### config.mk
export PLATFORM = sky130hd
export DESIGN_NAME = perf_counter_sampler
export DESIGN_NICKNAME = d
export VERILOG_FILES = /design/src/rtl/perf_sampler_pkg.sv /design/src/rtl/perf_sample_fifo.sv /design/src/rtl/perf_counter_sampler.sv
export SDC_FILE = /design/constraint.sdc
export NUM_CORES = 1
export LEC_CHECK = 0
export ABC_AREA = 1
export BUFFER_PORTS_ARGS = -buffer_cell sky130_fd_sc_hd__buf_2
export CAP_MARGIN = 20
export CORE_MARGIN = 5
export CORE_UTILIZATION = 36
export CTS_CLUSTER_DIAMETER = 30
export DETAILED_ROUTE_END_ITERATION = 10
export PLACE_DENSITY = 0.5
export SLEW_MARGIN = 20
export SYNTH_ARGS = -nofsm -noshare
export SYNTH_HDL_FRONTEND = slang
export SYNTH_SLANG_ARGS = --single-unit
### constraint.sdc
create_clock -name clk_i -period 5.6 [get_ports clk_i]
set_input_delay 0 -clock clk_i [delete_from_list [all_inputs] [get_ports clk_i]]
set_output_delay 0 -clock clk_i [all_outputs]
set_load 0.05 [all_outputs]
### src/rtl/perf_sampler_pkg.sv
// Shared types and defaults for the performance counter sampler.
// The sweep FSM state encoding and the tagged sample record live here.
package perf_sampler_pkg;

   typedef enum logic [1:0] {
      IDLE    = 2'd0,
      READ_LO = 2'd1,
      READ_HI = 2'd2
   } state_t;

   typedef struct packed {
      logic [2:0]  idx;
      logic [7:0]  seq;
      logic        last;
      logic [63:0] data;
   } sample_t;

   localparam logic [11:0] CNT_BASE_ADDR   = 12'hB03;
   localparam logic [11:0] CNT_BASE_ADDR_H = 12'hB83;

endpackage

### src/rtl/perf_sample_fifo.sv
// First-word-fall-through FIFO for tagged samples; head is read straight from storage.
// Push while full is dropped here, so the producer must check full before pushing.
module perf_sample_fifo #(
   parameter type T     = logic [7:0],
   parameter int  Depth = 4
) (
   input  logic clk,
   input  logic rst,
   input  logic push,
   input  T     push_data,
   input  logic pop,
   output T     head,
   output logic full,
   output logic empty
);

   localparam int AW = $clog2(Depth);

   T               mem [Depth];
   logic [AW-1:0]  wr_ptr;
   logic [AW-1:0]  rd_ptr;
   logic [AW:0]    count;
   logic           wr_en;
   logic           rd_en;

   assign full  = (count == (AW+1)'(Depth));
   assign empty = (count == '0);
   assign wr_en = push && !full;
   assign rd_en = pop && !empty;
   assign head  = mem[rd_ptr];

   always_ff @(posedge clk) begin
      if (rst) begin
         wr_ptr <= '0;
         rd_ptr <= '0;
         count  <= '0;
      end else begin
         if (wr_en) wr_ptr <= wr_ptr + AW'(1);
         if (rd_en) rd_ptr <= rd_ptr + AW'(1);
         case ({wr_en, rd_en})
            2'b10:   count <= count + (AW+1)'(1);
            2'b01:   count <= count - (AW+1)'(1);
            default: count <= count;
         endcase
      end
   end

   // NOTE: storage is deliberately not reset; occupancy is tracked by count, so stale entries are never visible.
   always_ff @(posedge clk) begin
      if (wr_en) mem[wr_ptr] <= push_data;
   end

endmodule

### src/rtl/perf_counter_sampler.sv
// Periodic sweep of selected mhpmcounters through the shared read port into a sample FIFO.
// The read port is only used in cycles the CSR regfile leaves free.
module perf_counter_sampler
   import perf_sampler_pkg::*;
#(
   parameter int          XLEN         = 64,
   parameter int          NumCounters  = 6,
   parameter int          FifoDepth    = 4,
   parameter int          PeriodWidth  = 32,
   parameter logic [11:0] CntBaseAddr  = CNT_BASE_ADDR,
   parameter logic [11:0] CntBaseAddrH = CNT_BASE_ADDR_H
) (
   input  logic                   clk_i,
   input  logic                   rst_i,
   input  logic                   enable_i,
   input  logic [PeriodWidth-1:0] period_i,
   input  logic [NumCounters-1:0] counter_mask_i,
   input  logic                   csr_busy_i,
   output logic                   pc_req_o,
   output logic [11:0]            pc_addr_o,
   input  logic [XLEN-1:0]        pc_data_i,
   output logic                   sample_valid_o,
   input  logic                   sample_ready_i,
   output logic [2:0]             sample_idx_o,
   output logic [7:0]             sample_seq_o,
   output logic                   sample_last_o,
   output logic [63:0]            sample_data_o,
   output logic [15:0]            dropped_o,
   output logic                   busy_o
);

   logic [PeriodWidth-1:0] timer_q;
   state_t                 state_q;
   logic [NumCounters-1:0] mask_q;
   logic [2:0]             idx_q;
   logic [7:0]             seq_q;
   logic [31:0]            lo_q;
   logic [15:0]            dropped_q;

   logic       trigger;
   logic [2:0] first_idx;
   logic [2:0] next_idx;
   logic       has_next;
   logic       reading;
   logic       push;
   logic [63:0] rd_data;
   sample_t    push_sample;
   sample_t    head;
   logic       fifo_full;
   logic       fifo_empty;

   assign trigger = enable_i && (period_i != '0) && (timer_q == PeriodWidth'(1));

   // Timer value 0 while enabled only occurs right after reset or a period change; it just reloads.
   always_ff @(posedge clk_i) begin
      if (rst_i) begin
         timer_q <= '0;
      end else if (!enable_i || (period_i == '0) || (timer_q <= PeriodWidth'(1))) begin
         timer_q <= period_i;
      end else begin
         timer_q <= timer_q - PeriodWidth'(1);
      end
   end

   // NOTE: every variable gets a default first so the priority loops cannot infer latches.
   always_comb begin
      first_idx = '0;
      next_idx  = idx_q;
      has_next  = 1'b0;
      for (int k = NumCounters - 1; k >= 0; k--) begin
         if (counter_mask_i[k]) first_idx = 3'(k);
         if (mask_q[k] && (3'(k) > idx_q)) begin
            next_idx = 3'(k);
            has_next = 1'b1;
         end
      end
   end

   assign reading  = (state_q == READ_LO) || (state_q == READ_HI);
   assign pc_req_o = reading && !csr_busy_i && !fifo_full;
   assign rd_data  = 64'(pc_data_i);
   assign push     = pc_req_o && ((state_q == READ_HI) || (XLEN == 64));

   always_comb begin
      pc_addr_o = '0;
      if (pc_req_o) begin
         pc_addr_o = ((state_q == READ_HI) ? CntBaseAddrH : CntBaseAddr) + 12'(idx_q);
      end
   end

   always_comb begin
      push_sample.idx  = idx_q;
      push_sample.seq  = seq_q;
      push_sample.last = !has_next;
      push_sample.data = (XLEN == 32) ? {rd_data[31:0], lo_q} : rd_data;
   end

   // NOTE: sequential state uses non-blocking assignments only, so all flops see pre-edge values.
   always_ff @(posedge clk_i) begin
      if (rst_i) begin
         state_q   <= IDLE;
         mask_q    <= '0;
         idx_q     <= '0;
         seq_q     <= '0;
         lo_q      <= '0;
         dropped_q <= '0;
      end else begin
         if (trigger && (state_q != IDLE) && (dropped_q != 16'hFFFF)) begin
            dropped_q <= dropped_q + 16'd1;
         end
         case (state_q)
            IDLE: begin
               if (trigger && (counter_mask_i != '0)) begin
                  mask_q  <= counter_mask_i;
                  idx_q   <= first_idx;
                  state_q <= READ_LO;
               end
            end
            READ_LO: begin
               if (pc_req_o && (XLEN == 32)) begin
                  lo_q    <= rd_data[31:0];
                  state_q <= READ_HI;
               end
            end
            READ_HI: ;
            default: state_q <= IDLE;
         endcase
         // Completing a sample advances the sweep; this overrides the per-state holds above.
         if (push) begin
            if (!has_next) begin
               seq_q   <= seq_q + 8'd1;
               state_q <= IDLE;
            end else begin
               idx_q   <= next_idx;
               state_q <= READ_LO;
            end
         end
      end
   end

   perf_sample_fifo #(
      .T     (sample_t),
      .Depth (FifoDepth)
   ) u_fifo (
      .clk       (clk_i),
      .rst       (rst_i),
      .push      (push),
      .push_data (push_sample),
      .pop       (sample_valid_o && sample_ready_i),
      .head      (head),
      .full      (fifo_full),
      .empty     (fifo_empty)
   );

   assign sample_valid_o = !fifo_empty;
   assign sample_idx_o   = fifo_empty ? 3'd0  : head.idx;
   assign sample_seq_o   = fifo_empty ? 8'd0  : head.seq;
   assign sample_last_o  = fifo_empty ? 1'b0  : head.last;
   assign sample_data_o  = fifo_empty ? 64'd0 : head.data;
   assign dropped_o      = dropped_q;
   assign busy_o         = (state_q != IDLE);

endmodule
==> summary.txt <==
Outcome
  • Status: completed

Drt
  • DRT Wirelength: approximately 43000 µm
  • Routed Antenna Nets: 0
  • Total number of vias: 12400
  • 1st-iter DRT viols: between 700 and 800
  • Via-to-Cell Ratio: between 4 and 5
  • DRC: 0
  • Drt wl/cell: 16.5 µm
  • 1st-pass router iterations: 5

Worst hold path
  • HP Class: in2reg
  • Hold path depth: 2

Floorplan
  • Initial Utilization: 0.364
  • Top-level I/O count: about 210
  • Die footprint: 0.0492 mm²
  • Die height: about 220 µm
  • Die width: about 220 µm
  • Row count: between 70 and 80
  • Core ar.: roughly 0.044 mm²

Synth
  • Simple-Gate Fraction of Synth Area: 0.170
  • Post-synthesis mux area share: 0
  • Synth warnings: 0
  • Synthesized cell area: around 0.016 mm²
  • Commonest register cell after synthesis: edfxtp_1
  • FFs w/ async S/R, synth: 0
  • Post-synthesis xor/xnor area fraction: 0.0195
  • Synth Area in Compound Gates: 0.102
  • Post-Synth Adder-Cell Area: 0.00976
  • Post-synth EDFFs: 304
  • Cell count after synthesis: between 1500 and 2000
  • Syn_area_per_cell: between 10 and 15 µm²
  • Cell variety after synth: 38
  • Largest family of logic cells by synthesized area: simple AND/OR/NAND/NOR gates
  • Sequential-to-total area share from yosys stat: 0.658
  • Flops & latches, synth: around 380

Pwr
  • Switching share of power: 0.210
  • Clock power share: 0.633
  • P_sw: around 1.9 mW
  • Peak VDD IR: ~0.26 mV
  • Comb pwr share: 0.030
  • Leakage power: 8.81 nW
  • Int Pwr: around 7 mW
  • Cell Pwr Density: just over 400 mW/mm²
  • Seq pwr share: 0.337

Cells and area
  • Commonest non-fill, non-tap cell in the layout: nor2_1
  • Final core utilization: 0.505
  • Final instance area: between 0.02 and 0.025 mm²
  • Antenna diodes: 0
  • Synth-to-Final Area Change: 38.7%
  • Commonest non-fill, non-tap cells in the layout: nor2_1, edfxtp_1, buf_2
  • Nets: slightly above 2000
  • Layout cells sized above 1: 0.206
  • Fillers: 4003
  • Non-Filler Instances: about 2600

Clocking
  • # Post-CTS Setup Buffers: 0
  • CTS Buf Count: between 90 and 100
  • Clk slew on worst S/H paths: roughly 60 ps
  • H-tree levels: 3
  • Max clock buf depth: 3
  • Clk Latency, worst-skew pair: 620 ps
  • CTS tree: built
  • Clock Root Buffer: clkbuf_16
  • Clk sinks: 379

Setup path
  • Worst EP arrival: 3560 ps
  • CP Capture Type: output port
  • R2R cell count: 6
  • CP cell instances: buf_4 > buf_4 > nor2_1 > nor2_1 > o21ai_0 > a21oi_1 > buf_2
  • Critical Path Max Stage Delay: around 730 ps
  • Worst EP required: around 5600 ps
  • Max FO, Critical Path: 66
  • CP Launch Type: flip-flop
  • Slowest cell on crit path: buf_4
  • Worst Setup Path Type: reg2out

GRT
  • First-pass GRT wire length: between 60000 and 70000 µm
  • GRT Total Usage: 0.173
  • Initial antenna violation count: 0
  • Vias in the first global route: 12600
  • Largest net degree at the start of global routing: around 100
  • Gr ovfl total: 0

Placement
  • Placed cell area: between 0.015 and 0.02 mm²
  • PortBufs: approximately 210
  • Dpl hpwl: 25000 µm
  • Post-Place Cells: around 2300
  • RD Place Congestion: slightly above 0.8
  • Dpl ws: approximately 2300 ps

STA
  • Max Clock Freq: approximately 280 MHz
  • Final Cycle Share: 0.635
  • Final setup viols: 0
  • Fin crit period: around 3600 ps
  • Hold Vio Cnt, Final: 0
  • RSZ-0062 raised after global routing: false
  • Setup tns final: 0 ps
  • Slew margin rel.: 0.298
  • Setup ws final: between 2000 and 2500 ps
  • Max Slew Vio Count: 0
  • Worst Tran Pin Value: about 1100 ps
  • Clock Skews: 34.8 ps

Run
  • Max Cap Violations: 0
==> synthesized netlist by cell type, types with 15 or more instances <==
library cell,n,share of area
clkbuf_1,48,0.011
nor2_1,449,0.10
a21oi_1,121,0.038
nand3_1,40,0.012
inv_1,76,0.018
dfxtp_1,75,0.093
xor2_1,23,0.012
edfxtp_1,304,0.57
o21ai_1,20,0.0062
nor3_1,17,0.0053
o21ai_0,181,0.056
nand2_1,127,0.030
buf_1,15,0.0035
==> per-layer routing <==
metal,part of all wire,global-route usage,up-vias
met3,0.052,0.0421,80
met5,0,0,-
met4,0.026,0.0581,0
met2,0.47,0.282,304
li1,-,-,6158
met1,0.45,0.227,5884
==> logic make-up after synthesis <==
group | count (synthesis)
and+or+nand+nor | 671
buffers and inverters | 159
xor gates and xnor gates | 36
DFF | 379
adders and majority gates | 12
other | 1
AOI/OAI and AO/OA | 327
==> layout make-up <==
cell class / instances / area (µm²) / share of cell area
Inverter: 79 / 299 / 0.0134
Sequential cell: 379 / 10600 / 0.475
Clock buffer: 109 / 2520 / 0.113
Clock inverter: 70 / 935 / 0.0417
Timing Repair Buffer: 338 / 2340 / 0.105
Tap cell: 592 / 741 / 0.0331
Multi-Input combinational cell: 1051 / 4920 / 0.220
==> power by group through the flow <==
stage                     Clock [mW]  Sequential, mW  Combinational [mW]
after global routing            6.05            3.07               0.307
after CTS                       5.88            3.07               0.274
final                           5.78            3.07               0.272
after detailed placement           0            3.12               0.208
after global placement             0            3.12               0.206
after floorplan                    0            3.12               0.123
==> worst max-delay path: cells and delay by family, from the launching register on <==
kind                   cells  cell delay (ps)
AOI/OAI and AO/OA          2              440
buffers and inverters      3             1630
DFF                        1              630
and+or+nand+nor            2              210
==> sequential cells by signal (all words and copies together), names as in the netlist, named ones only <==
name	cells
mask_q	6
state_q	1
u_fifo.count	3
u_fifo.mem	304
u_fifo.wr_ptr	2
timer_q	32
u_fifo.rd_ptr	2
dropped_o	16
seq_q	8
idx_q	3
==> final timing paths <==
check,from,end,slack (ps)
worst max-delay path,flip-flop,sample_seq_o[7],2040
worst min-delay path,pc_data_i[8],u_fifo.mem[3][8]$_DFFE_PP_,130
worst max register to register,state_q[0]$_SDFFE_PP0P_,u_fifo.mem[3][60]$_DFFE_PP_,2450
worst min register to register,u_fifo.rd_ptr[1]$_SDFFE_PP0P_,flip-flop,450
==> what timing repair did <==
| item | in CTS | in global routing |
|---|---|---|
| hold buffers | 115 | 0 |
| gates resized for setup | 0 | 0 |
| hold endpoints to repair | 317 | 0 |
==> stage by stage <==
step | hold WS [ps] | power, mW
3_3_place_gp | 219 | 3.33
4_1_cts | 107 | 9.23
6_report | 132 | 9.13
2_1_floorplan | 98.9 | 3.24
5_1_grt | 112 | 9.43
3_5_place_dp | 219 | 3.33
Power figures use the tool's default switching activity.
